--- config.mk ---
export PLATFORM = sky130hd
export DESIGN_NAME = regfile_rename
export DESIGN_NICKNAME = d
export VERILOG_FILES = /design/src/rtl/regfile_rename.sv
export SDC_FILE = /design/constraint.sdc
export NUM_CORES = 2
export LEC_CHECK = 0
export BUFFER_PORTS_ARGS = -buffer_cell sky130_fd_sc_hd__buf_2
export CORE_MARGIN = 5
export CORE_UTILIZATION = 61
export CTS_CLUSTER_SIZE = 28
export DETAILED_ROUTE_END_ITERATION = 7
export PLACE_DENSITY = 0.79
export SETUP_SLACK_MARGIN = 0.02
export SLEW_MARGIN = 20
export SYNTH_ARGS = -nofsm -noshare
export SYNTH_HDL_FRONTEND = slang
export SYNTH_SLANG_ARGS = --single-unit
--- constraint.sdc ---
create_clock -name clk_in -period 7.69 [get_ports clk_in]
set_clock_uncertainty 0.1 [all_clocks]
set_input_delay 1.538 -clock clk_in [delete_from_list [all_inputs] [get_ports clk_in]]
set_output_delay 1.538 -clock clk_in [all_outputs]
set_load 0.02 [all_outputs]
--- src/rtl/regfile_rename.sv ---
// Architectural register file with per-register rename tags.
// Each register holds a committed value plus a busy/tag pair naming the ROB
// entry that will produce its next value. Operand lookups are combinational
// and forward a same-cycle commit whose tag matches the outstanding rename.
module regfile_rename #(
  parameter int REG_NUM       = 32,
  parameter int REG_ID_BIT    = 5,
  parameter int ROB_WIDTH_BIT = 4
) (
  input  logic                     clk_in,
  input  logic                     rst_in,
  input  logic                     rdy_in,
  input  logic                     clear_all,
  input  logic                     commit_valid,
  input  logic [REG_ID_BIT-1:0]    commit_reg,
  input  logic [ROB_WIDTH_BIT-1:0] commit_rob_id,
  input  logic [31:0]              commit_value,
  input  logic                     issue_valid,
  input  logic [REG_ID_BIT-1:0]    issue_rd,
  input  logic [ROB_WIDTH_BIT-1:0] issue_rob_id,
  input  logic [REG_ID_BIT-1:0]    rs1,
  input  logic [REG_ID_BIT-1:0]    rs2,
  output logic                     rs1_busy,
  output logic [ROB_WIDTH_BIT-1:0] rs1_tag,
  output logic [31:0]              rs1_value,
  output logic                     rs2_busy,
  output logic [ROB_WIDTH_BIT-1:0] rs2_tag,
  output logic [31:0]              rs2_value
);

  // Flattened views of the per-register state, used by the read ports.
  logic [31:0]              value_arr [REG_NUM];
  logic                     busy_arr  [REG_NUM];
  logic [ROB_WIDTH_BIT-1:0] tag_arr   [REG_NUM];

  genvar gi;
  generate
    for (gi = 0; gi < REG_NUM; gi++) begin : gen_reg
      if (gi == 0) begin : gen_x0
        // x0 is hardwired: never busy, always reads zero.
        assign value_arr[gi] = '0;
        assign busy_arr[gi]  = 1'b0;
        assign tag_arr[gi]   = '0;
      end else begin : gen_xn
        logic [31:0]              value_q, value_d;
        logic                     busy_q, busy_d;
        logic [ROB_WIDTH_BIT-1:0] tag_q, tag_d;
        logic                     commit_hit;
        logic                     issue_hit;

        assign commit_hit = commit_valid && (commit_reg == REG_ID_BIT'(gi));
        assign issue_hit  = issue_valid && (issue_rd == REG_ID_BIT'(gi));

        // Next-state: commit writes the value, a matching commit retires the
        // rename, then flush or a new rename overrides the busy/tag pair.
        always_comb begin
          value_d = value_q;
          busy_d  = busy_q;
          tag_d   = tag_q;
          if (rdy_in) begin
            if (commit_hit) begin
              value_d = commit_value;
              if (busy_q && (tag_q == commit_rob_id)) begin
                busy_d = 1'b0;
              end
            end
            if (clear_all) begin
              busy_d = 1'b0;
            end else if (issue_hit) begin
              busy_d = 1'b1;
              tag_d  = issue_rob_id;
            end
          end
        end

        // State register with synchronous reset.
        always_ff @(posedge clk_in) begin
          if (rst_in) begin
            value_q <= '0;
            busy_q  <= 1'b0;
            tag_q   <= '0;
          end else begin
            value_q <= value_d;
            busy_q  <= busy_d;
            tag_q   <= tag_d;
          end
        end

        assign value_arr[gi] = value_q;
        assign busy_arr[gi]  = busy_q;
        assign tag_arr[gi]   = tag_q;
      end
    end
  endgenerate

  // Operand lookup result: {busy, tag, value}.
  function automatic logic [ROB_WIDTH_BIT+32:0] lookup(input logic [REG_ID_BIT-1:0] rs);
    logic [ROB_WIDTH_BIT+32:0] res;
    if (commit_valid && (rs == commit_reg) && (rs != '0) && busy_arr[rs] &&
        (tag_arr[rs] == commit_rob_id)) begin
      res = {1'b0, {ROB_WIDTH_BIT{1'b0}}, commit_value};
    end else if (busy_arr[rs]) begin
      res = {1'b1, tag_arr[rs], value_arr[rs]};
    end else begin
      res = {1'b0, {ROB_WIDTH_BIT{1'b0}}, value_arr[rs]};
    end
    return res;
  endfunction

  // Operand port 1 lookup with commit forwarding.
  always_comb begin
    {rs1_busy, rs1_tag, rs1_value} = lookup(rs1);
  end

  // Operand port 2 lookup with commit forwarding.
  always_comb begin
    {rs2_busy, rs2_tag, rs2_value} = lookup(rs2);
  end

endmodule

==> impl_results.md <==
* Clock transition at path regs at 0.06 ns
* Max VDD drop at ~0.19 mV
* Residual DRC at 12
* Slowest stage cell, crit path: buf_4
* Rel. slew slack at 0.187
* DR vias at 56.2k
* Share of layout cells above drive strength 1 at 0.188
* Number of max-cap violations at 0
* M1 GR Usage at 0.504
* Critical path cell sequence: buf_8, mux4_2, a2bb2oi_1, a22oi_1, nor3b_1, a2111oi_2, nand4_4, buf_4, mux2_2, buf_2
* Minimum clock period at between 6 and 7 ns
* Core ar. at 0.0987 mm2
* Post-synthesis sequential area ratio at 0.378
* Routability cong. at 1.00
* I/O pin total at 140
* Synth top cells by count: nand2_1 (2156), dfxtp_1 (1147), a21oi_1 (1058), mux4_2 (622), clkbuf_1 (547)
* Worst Tran Pin Value at ~1.2 ns
* Max Buffers Root-to-Sink at 3
* PD cells at 198 mW/mm2
* Synth Warn # at 0
* GR Util met3 at 0.150
* # setup viols final at 0
* Die height at 326 um
* Pre-CTS WS at 0.822 ns
* CTS Hold Bufs at 0
* Routed wire length at 227000 um
* Syn Area/Cell at a little under 9 um2
* Post-Synthesis Cells at just under 7k
* WP data required at 6.05 ns
* Synth Flop Type: dfxtp_1
* Syn nets at 6853
* Vias/cell at just over 7
* Fillers at 7414
* Final Hold Viols at 0
* First-pass GRT wire length at 334000 um
* Failing checks: DRC
* Die ar. at 0.106 mm2
* Slowest stage delay, CP at 0.70 ns
* PortBufs at 139
* Final setup margin at 0.920 ns
* Rows at 115
* H-tree depth at 3
* Pwr Total at 13100 uW
* Clock Tree Root: clkbuf_16
* Starting density of the core at 0.616
* Crit path kind: input port to primary output
* Mapped cell area at 0.0608 mm2
* Post-synth EDFFs at 0
* # Post-CTS Setup Buffers at 0
* Synth cell types at 55
* Detail Placement HPWL at 130000 um
* Initial antenna violation count at 16
* Crit path buf inv count at 3
* Worst-path maximum fanout at 47
* Final worst-path cycle share at 0.880
* CP top delay family: buffers and inverters
* Unrepaired setup endpoints after global routing: false
* Die width at 326 um
* GRT Residual Overflow at 0
* Hold crit path type: flop to flop
* Iteration-0 DRC Markers at 9531
* Final design utilization at 0.667
* Post_cts resized at 0
* Critical Path End Type: primary output
* Met2 Usage GRT at 0.598
* Yosys top cell area share at 0.378
* Most common cell in the netlist: nand2_1
* Post-DRT Antenna Nets at 0
* Clk_lat worst skew at 0.74 ns
* Area contributors post-synth: dfxtp_1 (38%), mux4_2 (23%), nand2_1 (13%)
* Leak at roughly 0.022 uW
* Yosys reg bits at between 1k and 1.5k
* Vias in the first global route at 54.2k
* Global routing's busiest layer: met2
* Per-cell routed wire length at 28.8 um
* First-pass detailed-route iteration total at 8
* CTS tree: done
* Area growth from synthesis to layout at 8.38%
* Status: finished, violations left
* FMAX at roughly 150 MHz
* GRT Total Usage at 0.411
* Slew Limit Fails at 0
* Ys async rst share at 0
* Largest net degree at the start of global routing at between 200 and 250
* Clk sinks at roughly 1.1k
* CTS buffer count at approximately 110
* Net count, final at 6549
* Setup_tns at 0 ns
* Critical path launch point type: input port
* Critical Path AT at roughly 5.1 ns
* Cell accounting for the most synthesized area: dfxtp_1
==> worst register-to-register path, delay by kind of cell (launching register included) <==
family           cells  cell delay, ns
AO/OA/AOI/OAI        1            0.18
AND/OR/NAND/NOR      3            0.57
flip-flops           1            0.49
XOR/XNOR             1            0.12
==> flip-flops by register name (all words and copies together), names as in the netlist <==
register,flops
gen.gen_xn.busy_q,31
gen.gen_xn.value_q,992
gen.gen_xn.tag_q,124
==> layout by cell type (no fill, tap or decap), drive strengths merged, types with 4 or more instances in the layout <==
cell type / n
nor3b: 6
or2: 7
o211ai: 16
clkbuf: 152
a31oi: 23
a2bb2oi: 4
nand2: 2156
clkinv: 40
and2: 5
buf: 261
xor2: 71
clkinvlp: 4
nor2b: 23
mux2: 76
nand2b: 12
a221oi: 21
nor4: 20
inv: 20
mux4: 622
xnor2: 63
dfxtp: 1147
and3b: 6
o21ai: 68
nor2: 348
or3: 5
a2111oi: 11
a21oi: 1058
a22oi: 13
bufinv: 16
nand3: 48
nand4: 23
mux2i: 195
diode: 15
nor3: 21
==> final cells by class <==
type                       count  area (um2)  area share
timing repair buffer         261        1800      0.0273
clock inverter                63         786      0.0119
tap                         1287        1610      0.0245
multi-input combinational   4942       35400       0.537
antenna                       15        37.5    0.000570
clock buffer                 152        3230      0.0490
inverter                      17        68.8     0.00104
sequential                  1147       23000       0.349
==> per-layer routing <==
metal | wire, um | vias up
li1 | - | 23000
met3 | 36800 | 1596
met2 | 94900 | 5131
met5 | 104 | -
met1 | 73400 | 26400
met4 | 22000 | 12
==> cell families after synthesis <==
kind of cell | count (synthesis) | synth area share
compound gates | 1229 | 0.106
xor+xnor | 134 | 0.0193
buf+inv | 698 | 0.0455
flops | 1147 | 0.378
mux | 893 | 0.278
simple gates | 2686 | 0.173
==> power breakdown <==
part           internal, uW  switching (uW)
Combinational           308             757
Clock                  3490            2520
Sequential             5960            18.9
Total                  9760            3300
==> stage by stage <==
stage          instance area (um2)  std cells  hold slack, ns
3_3_place_gp                 61800       7654           0.348
6_report                     65900       7884           0.365
5_1_grt                      65800       7869           0.380
3_5_place_dp                 61800       7654           0.357
2_1_floorplan                60800       6787           0.343
4_1_cts                      65800       7869           0.365
==> final timing paths <==
path,end,slack [ns],cells past startpoint,startpoint
hold reg to reg,gen_reg[26].gen_xn.value_q[20],0.36,2,gen_reg[26].gen_xn.value_q[20]
setup / recovery,rs1_value[31],0.92,10,rs1[1]
setup reg to reg,gen_reg[3].gen_xn.busy_q,6.09,5,gen_reg[3].gen_xn.tag_q[3]
hold / removal,gen_reg[26].gen_xn.value_q[20],0.36,2,gen_reg[26].gen_xn.value_q[20]
Note: power is estimated with default switching activity, not from simulation.
